--- config.mk ---
export PLATFORM = sky130hd
export DESIGN_NAME = id_ex_operand_stage
export DESIGN_NICKNAME = d
export VERILOG_FILES = /design/src/rtl/riscv_pkg.sv /design/src/rtl/id_ex_operand_stage_fwd_mux.sv /design/src/rtl/id_ex_operand_stage.sv
export SDC_FILE = /design/constraint.sdc
export NUM_CORES = 1
export LEC_CHECK = 0
export BUFFER_PORTS_ARGS = -buffer_cell sky130_fd_sc_hd__buf_2
export CAP_MARGIN = 25
export CORE_AREA = 2 2 121 123
export CTS_CLUSTER_DIAMETER = 80
export DETAILED_ROUTE_END_ITERATION = 8
export DIE_AREA = 0 0 123 125
export GPL_TIMING_DRIVEN = 1
export PLACE_DENSITY_LB_ADDON = 0.2
export SLEW_MARGIN = 20
export SYNTH_ARGS = -nofsm -noshare
export SYNTH_HDL_FRONTEND = slang
export SYNTH_SLANG_ARGS = --single-unit
--- constraint.sdc ---
create_clock -name clk -period 2.6 [get_ports clk]
set_input_delay 0.52 -clock clk [delete_from_list [all_inputs] [get_ports clk]]
set_output_delay 0.52 -clock clk [all_outputs]
set_load 0.1 [all_outputs]
--- src/rtl/riscv_pkg.sv ---
// riscv_pkg: shared types for the ID/EX operand stage (registered fields, forward select, ALU no-op code).
package riscv_pkg;
    localparam int DATA_W = 32;
    localparam int OP_W   = 4;
    localparam int REG_W  = 5;
    localparam logic [OP_W-1:0] ALU_NOP = 4'b0000;
    typedef enum logic [1:0] {FWD_NONE, FWD_EXMEM, FWD_MEMWB} fwd_sel_e;
    typedef struct packed {
        logic              valid;
        logic [REG_W-1:0]  rs1;
        logic [REG_W-1:0]  rs2;
        logic [REG_W-1:0]  rd;
        logic [DATA_W-1:0] rs1_data;
        logic [DATA_W-1:0] rs2_data;
        logic [DATA_W-1:0] imm;
        logic              alu_src;
        logic [OP_W-1:0]   alu_op;
        logic              mem_read;
        logic              mem_write;
        logic              reg_write;
    } id_ex_t;
endpackage

--- src/rtl/id_ex_operand_stage_fwd_mux.sv ---
// fwd_mux: selects one ALU operand from EX/MEM, MEM/WB or register data; x0 never forwards.
module fwd_mux
    import riscv_pkg::*;
#(
    parameter int DATA_WIDTH = 32,
    parameter int REG_ADDR_W = 5
) (
    input  logic [REG_ADDR_W-1:0] rs_i,
    input  logic [DATA_WIDTH-1:0] rf_data_i,
    input  logic [REG_ADDR_W-1:0] exmem_rd_i,
    input  logic                  exmem_reg_write_i,
    input  logic [DATA_WIDTH-1:0] exmem_result_i,
    input  logic [REG_ADDR_W-1:0] memwb_rd_i,
    input  logic                  memwb_reg_write_i,
    input  logic [DATA_WIDTH-1:0] memwb_result_i,
    output logic [DATA_WIDTH-1:0] operand_o
);
    fwd_sel_e sel;
    always_comb begin
        sel = (exmem_reg_write_i && exmem_rd_i != '0 && exmem_rd_i == rs_i) ? FWD_EXMEM :
              (memwb_reg_write_i && memwb_rd_i != '0 && memwb_rd_i == rs_i) ? FWD_MEMWB : FWD_NONE;
        operand_o = (sel == FWD_EXMEM) ? exmem_result_i :
                    (sel == FWD_MEMWB) ? memwb_result_i : rf_data_i;
    end
endmodule

--- src/rtl/id_ex_operand_stage.sv ---
// id_ex_operand_stage: ID/EX register with load-use bubble insertion and per-operand forwarding into the ALU.
module id_ex_operand_stage
    import riscv_pkg::*;
#(
    parameter int DATA_WIDTH    = 32,
    parameter int OPCODE_LENGTH = 4,
    parameter int REG_ADDR_W    = 5
) (
    input  logic                     clk,
    input  logic                     reset,
    input  logic                     hold,
    input  logic                     flush,
    input  logic                     id_valid,
    input  logic [REG_ADDR_W-1:0]    id_rs1,
    input  logic [REG_ADDR_W-1:0]    id_rs2,
    input  logic [REG_ADDR_W-1:0]    id_rd,
    input  logic                     id_uses_rs2,
    input  logic [DATA_WIDTH-1:0]    id_rs1_data,
    input  logic [DATA_WIDTH-1:0]    id_rs2_data,
    input  logic [DATA_WIDTH-1:0]    id_imm,
    input  logic                     id_alu_src,
    input  logic [OPCODE_LENGTH-1:0] id_alu_op,
    input  logic                     id_mem_read,
    input  logic                     id_mem_write,
    input  logic                     id_reg_write,
    input  logic [REG_ADDR_W-1:0]    exmem_rd,
    input  logic                     exmem_reg_write,
    input  logic [DATA_WIDTH-1:0]    exmem_result,
    input  logic [REG_ADDR_W-1:0]    memwb_rd,
    input  logic                     memwb_reg_write,
    input  logic [DATA_WIDTH-1:0]    memwb_result,
    output logic                     stall_o,
    output logic [DATA_WIDTH-1:0]    SrcA,
    output logic [DATA_WIDTH-1:0]    SrcB,
    output logic [OPCODE_LENGTH-1:0] Operation,
    output logic [DATA_WIDTH-1:0]    ex_store_data,
    output logic                     ex_valid,
    output logic [REG_ADDR_W-1:0]    ex_rd,
    output logic                     ex_mem_read,
    output logic                     ex_mem_write,
    output logic                     ex_reg_write
);
    id_ex_t ex_q, ex_d;
    logic load_use;
    logic [DATA_WIDTH-1:0] rs2_fwd;
    assign load_use = ex_q.valid && ex_q.mem_read && ex_q.rd != '0 && id_valid &&
                      (ex_q.rd == id_rs1 || (id_uses_rs2 && ex_q.rd == id_rs2));
    assign stall_o = load_use && !flush;
    // hold freezes everything, including a pending flush; all other cases either bubble or capture
    always_comb begin
        ex_d = ex_q;
        if (!hold) begin
            ex_d = '0;
            ex_d.alu_op = ALU_NOP;
            if (!flush && !load_use && id_valid)
                ex_d = '{valid: 1'b1, rs1: id_rs1, rs2: id_rs2, rd: id_rd,
                         rs1_data: id_rs1_data, rs2_data: id_rs2_data, imm: id_imm,
                         alu_src: id_alu_src, alu_op: id_alu_op, mem_read: id_mem_read,
                         mem_write: id_mem_write, reg_write: id_reg_write};
        end
    end
    always_ff @(posedge clk) ex_q <= reset ? '0 : ex_d;
    fwd_mux #(.DATA_WIDTH(DATA_WIDTH), .REG_ADDR_W(REG_ADDR_W)) u_fwd_a (
        .rs_i(ex_q.rs1), .rf_data_i(ex_q.rs1_data),
        .exmem_rd_i(exmem_rd), .exmem_reg_write_i(exmem_reg_write), .exmem_result_i(exmem_result),
        .memwb_rd_i(memwb_rd), .memwb_reg_write_i(memwb_reg_write), .memwb_result_i(memwb_result),
        .operand_o(SrcA)
    );
    fwd_mux #(.DATA_WIDTH(DATA_WIDTH), .REG_ADDR_W(REG_ADDR_W)) u_fwd_b (
        .rs_i(ex_q.rs2), .rf_data_i(ex_q.rs2_data),
        .exmem_rd_i(exmem_rd), .exmem_reg_write_i(exmem_reg_write), .exmem_result_i(exmem_result),
        .memwb_rd_i(memwb_rd), .memwb_reg_write_i(memwb_reg_write), .memwb_result_i(memwb_result),
        .operand_o(rs2_fwd)
    );
    assign ex_store_data = rs2_fwd;
    assign SrcB          = ex_q.alu_src ? ex_q.imm : rs2_fwd;
    assign Operation     = ex_q.alu_op;
    assign ex_valid      = ex_q.valid;
    assign ex_rd         = ex_q.rd;
    assign ex_mem_read   = ex_q.mem_read;
    assign ex_mem_write  = ex_q.mem_write;
    assign ex_reg_write  = ex_q.reg_write;
endmodule

# --- After elaboration in Yosys (flattened, before gate mapping) ---
# Cells that the tools add are included.
classes:
  add_sub_neg: 0
  mul: 0
  div: 0
  magnitude_cmp: 0
  n_eq_ne: 10
  n_shift: 0
  n_mux: 10
  n_bitwise: 0
  reduce_logical: 20
ops:
  columns: ["op", "count"]
  rows:
  - ["2-to-1 mux 32 bit", 5]
  - ["2-to-1 mux 120 bit", 1]
  - ["== test 5 bit", 6]
  - ["nonzero test 5 bit", 3]
  - ["logical AND 1 bit", 14]
  - ["2-to-1 mux 2 bit", 4]
  - ["== test 2 x 1 -> 1 bit, second input constant", 2]
  - ["== test 2 bit, second input constant", 2]
  - ["logical NOT 1 bit", 2]
  - ["logical OR 1 bit", 1]
word_totals:
  ff_bits: 120
  latch_bits: 0
  ramBits: 0
  rom_bits: 0
  inputBits: 201
  out_inout_bits: 110
  elab_cells: 52
  memories: 0

# --- Logic depth before layout (Yosys ltp) ---
depth:
  ltp_word: 9
  depth_mapped: 7
  depth_no_buf: 5

# --- By module ---
# From an unflattened synthesis, not the netlist that was laid out.
hier_totals:
  cells_unflattened: 1127
  hier_area_um2: 9002.4
modules_own_cells:
  columns: ["mod", "n_inst", "cells_per_inst", "area_per_inst_um2", "seq_area_each_um2"]
  rows:
  - ["id_ex_operand_stage", 1, 757, 6687.7, 2402.3]
  - ["fwd_mux", 2, 185, 1157.4, 0.0]

# --- Worst setup path after synthesis ---
# No wires, ideal clock.
synth_timing:
  path_kind: "in2out"
  startpoint: "in exmem_rd[0]"
  endpoint: "out SrcB[7]"
  t_arrival_ns: 3.938
  t_required_ns: 2.080
  setup_slack_ns: -1.858
  path_stages: 7
  n_path_buf: 2
  path_cell_list: "or4_1 > o211ai_2 > or2_1 > buf_2 > buf_4 > nor2_1 > o31ai_1"
synth_between:
  elab_chain_len: 8
  elab_cells_between_ends: 10
  classes_between: "eq/ne (3); mux (4); reduce/logical (3)"
synth_lines:
  columns: ["item", "line", "text"]
  rows:
  - ["start, declared", "id_ex_operand_stage.sv:26", "input logic [REG_ADDR_W-1:0] exmem_rd,"]
  - ["nonzero test 5 bit", "id_ex_operand_stage_fwd_mux.sv:20", "sel = (exmem_reg_write_i && exmem_rd_i != '0 && exmem_rd_i == rs_i) ? FWD_EXMEM :"]
  - ["logical AND 1 bit", "id_ex_operand_stage_fwd_mux.sv:20", null]
  - ["logical AND 1 bit *", "id_ex_operand_stage_fwd_mux.sv:20", null]
  - ["2-to-1 mux 2 bit *", "id_ex_operand_stage_fwd_mux.sv:20", null]
  - ["== test 2 bit", "id_ex_operand_stage_fwd_mux.sv:23", "(sel == FWD_MEMWB) ? memwb_result_i : rf_data_i;"]
  - ["2-to-1 mux 32 bit", "id_ex_operand_stage_fwd_mux.sv:23", null]
  - ["2-to-1 mux 32 bit *", "id_ex_operand_stage_fwd_mux.sv:22", "operand_o = (sel == FWD_EXMEM) ? exmem_result_i :"]
  - ["2-to-1 mux 32 bit *", "id_ex_operand_stage.sv:76", "assign SrcB = ex_q.alu_src ? ex_q.imm : rs2_fwd;"]
  - ["end, declared", "id_ex_operand_stage.sv:34", "output logic [DATA_WIDTH-1:0] SrcB,"]
# Mark *: on every way between the ends. The rest lies on a longest branch, timed or not.

# --- Worst setup path in the final report ---
layout_timing:
  startpoint: "reg ex_q[111] (netlist name)"
  endpoint: "out SrcB[20]"
layout_between:
  elab_chain_len: 8
  elab_cells_between_ends: 11
  classes_between: "eq/ne (4); mux (5); reduce/logical (2)"
layout_lines:
  columns: ["item", "line", "text"]
  rows:
  - ["start, declared", "id_ex_operand_stage.sv:43", "id_ex_t ex_q, ex_d;"]
  - ["start signal, assigned", "id_ex_operand_stage.sv:62", "always_ff @(posedge clk) ex_q <= reset ? '0 : ex_d;"]
  - ["== test 5 bit", "id_ex_operand_stage_fwd_mux.sv:21", "(memwb_reg_write_i && memwb_rd_i != '0 && memwb_rd_i == rs_i) ? FWD_MEMWB : FWD_NONE;"]
  - ["logical AND 1 bit", "id_ex_operand_stage_fwd_mux.sv:21", null]
  - ["2-to-1 mux 2 bit", "id_ex_operand_stage_fwd_mux.sv:21", null]
  - ["2-to-1 mux 2 bit *", "id_ex_operand_stage_fwd_mux.sv:20", null]
  - ["== test 2 bit", "id_ex_operand_stage_fwd_mux.sv:23", null]
  - ["2-to-1 mux 32 bit", "id_ex_operand_stage_fwd_mux.sv:23", null]
  - ["2-to-1 mux 32 bit *", "id_ex_operand_stage_fwd_mux.sv:22", null]
  - ["2-to-1 mux 32 bit *", "id_ex_operand_stage.sv:76", null]
# Marked as above.

==> metrics <==
status finished, violations left; failing checks negative setup slack; min cycle time layout 3130 ps; aggregate routed wire length 37.2 mm; # setup viols final 96; mux share of post-synthesis cell area 10.9%; FF-to-FF End ex_q[15]; hold path endpoint ex_q[26]; Fin. Hold Viols 0; Port Buf Inserts 310; EDFF count, synth 0; Vias/cell 6.50; Final ANT Viol Nets 0; Worst-path clk slew 60 ps; WP data required 2080 ps; area of the multi-input gates 0.00502 sq mm; global route total overflow 0; total track usage 39.3%; vias in the first global route 8175; CTS Hold Bufs 0; Seq/Total Area, Yosys 39.8%; Flop pwr share 31.4%; Post-Synth Simple-Gate Area 10.1%; Yosys reg bits 120; max-cap violations 0; commonest non-fill, non-tap cells in the layout 209 x buf_2, 119 x a22o_1, 116 x buf_12, 109 x dfxtp_1, 64 x buf_4; critical path type reg2out; Max IR drop VDD 552 uV; Hold Path Class in2reg; Worst slew margin 47.9%; Synth top area share 39.8%; post-synthesis adder-cell area fraction 0%; hpwl dp 17.6 mm; initial antenna violation count 13; Starting Density 42.5%; biggest area consumer among synthesized cells dfxtp_1; largest family of logic cells by synthesized area compound AO/OA/AOI/OAI gates; Cell Pwr Density 464 mW/mm^2; Leak 5.36 nW; First-pass DRT Iterations 5; Synth warnings 0; Worst Setup Start Kind flop; Comb pwr share 28.8%; compound-cell area share of the yosys netlist 27.2%; Core Footprint 0.0142 sq mm; DRC 0; Internal 0.00413 W; CTS tree done; fin util 93.3%; crit-path cells xnor2_1 > nand4_1 > buf_4 > nor3_1 > a31oi_4 > mux2_4 > buf_12; maximum number of pins on one net before global-route repair 69; worst-path maximum fanout 31; Fmax 320 MHz; Max clock buf depth 2; first-pass GRT wire length 45.7 mm; top_reg_cell synth dfxtp_1; Final Max Tran Viols 0; Async SR Flop Fraction 0%; share of layout cells above drive strength 1 66.4%; P_sw 0.00202 W; Avg Cell Area, Syn 9.11 sq um; CTS H-tree depth 4; fill count 452; GP Congestion 0.846; Clk network pwr share 39.8%; final period utilization 120%; Worst Setup End Kind output port; fin cells 1275; die width 123 um; WHS Path Cells 2; CP max-delay cell nor3_1; Layout area overhead 120%; Num Clock Sinks 120; CP max stage delay 500 ps; worst setup margin -529 ps; Die H 125 um; Final Skew 8.41 ps; reg2reg setup slack 740 ps; top cells by area, synth dfxtp_1 40%, a22o_1 17%, mux2_2 5.6%; Yosys cell types 34; Switching Share 32.8%; sequential cell area 0.00243 sq mm; syn nets 863; DR vias 8286; HP Start id_imm[18]; number of buffers and inverters on the critical path 2; r2r worst-path depth 6; R2R Path Start ex_rd[4]; Nets 1262; total CTS buffers 17; CTS root buffer clkbuf_16; I/O pins 311; area post-placement 0.0108 sq mm; Cells after Synth 662; Die ar. 0.0154 sq mm; RSZ-0062 raised after global routing true; Detailed Route Iter0 Violations 924; Wirelength per Cell 29.2 um; Synth Cell Area 0.00603 sq mm; commonest non-fill, non-tap cell in the layout buf_2; crit path DAT 2610 ps; row count 44; actual slew at the worst max-slew pin 781 ps; design area 0.0133 sq mm; Post-Synth XOR/XNOR Area 4.36%; Top Family by Delay on Critical Path simple AND/OR/NAND/NOR gates; placed cell count 1187; Skew-Pair Late Insertion Delay 430 ps
==> per-stage QoR <==
stage / setup TNS (ps) / power (W) / worst slack, ps / hold slack [ps]
2_1_floorplan: -25450 / 0.00283 / -589 / 436
3_3_place_gp: -24250 / 0.00343 / -406 / 449
3_5_place_dp: -28460 / 0.00345 / -475 / 453
4_1_cts: -26550 / 0.00594 / -368 / 306
5_1_grt: -41390 / 0.00626 / -608 / 300
6_report: -39350 / 0.00615 / -529 / 308
==> state kept, by name, indices dropped and copies added (netlist names) <==
register,flops
ex_mem_read,1
ex_mem_write,1
Operation,4
ex_valid,1
ex_reg_write,1
ex_rd,5
ex_q,107
==> worst max path at each step <==
stage	cells past startpoint	to	start
2_1_floorplan	7	SrcB[10]	exmem_rd[0]
3_3_place_gp	8	SrcB[13]	exmem_rd[0]
3_5_place_dp	8	SrcB[21]	exmem_rd[0]
4_1_cts	8	SrcB[13]	ex_q[110]
5_1_grt	7	SrcB[20]	ex_q[111]
6_report	7	SrcB[20]	ex_q[111]
==> synthesized netlist by cell type, drive strengths merged, types with 31 or more instances <==
| cell type | n |
|---|---|
| nor2 | 38 |
| buf | 34 |
| inv | 32 |
| a22o | 119 |
| mux2i | 32 |
| dfxtp | 120 |
| clkbuf | 37 |
| o21ai | 31 |
| a21oi | 36 |
| nor3 | 33 |
==> repair_timing <==
| action | in CTS | in global routing |
|---|---|---|
| gates cloned | 14 | 3 |
| setup endpoints to repair | 96 | 97 |
| pin swaps | 40 | 22 |
| setup buffers | 21 | 7 |
| resized for setup | 226 | 72 |
==> metal layers <==
metal | vias up | global-route usage, % | wire (um)
met3 | 265 | 11.5 | 3820
met4 | 0 | 23.0 | 3330
met2 | 782 | 68.2 | 18100
met1 | 3959 | 41.7 | 11900
met5 | - | 0 | 0
li1 | 3280 | - | -
==> worst register-to-register path, stage by stage (launching register included) <==
cell and delay, ps:
dfxtp_1 510, xnor2_1 180, nand3_1 120, o22ai_2 270, a21oi_4 120, buf_12 200
a22o_1 340
==> kinds of logic after synthesis <==
| family | after synthesis |
|---|---|
| AOI/OAI and AO/OA | 225 |
| muxes | 62 |
| DFF | 120 |
| and+or+nand+nor | 122 |
| xor gates and xnor gates | 30 |
| buffers and inverters | 103 |
==> area by class of cell <==
class / instances / area share [%]
clock inverter: 7 / 0.680
multi-input combinational: 439 / 37.9
clock buffer: 25 / 3.81
sequential: 120 / 18.3
inverter: 32 / 0.906
tap: 184 / 1.74
antenna: 17 / 0.321
timing repair buffer: 451 / 36.3
==> power groups by stage <==
stage | Clock (W) | Sequential (W) | Combinational, W
detailed placement | 0 | 0.00196 | 0.00149
floorplan | 0 | 0.00196 | 0.000869
CTS | 0.00239 | 0.00192 | 0.00163
finish | 0.00245 | 0.00193 | 0.00177
global route | 0.00252 | 0.00193 | 0.00180
global placement | 0 | 0.00196 | 0.00147
(Power assumes the default switching activity.)
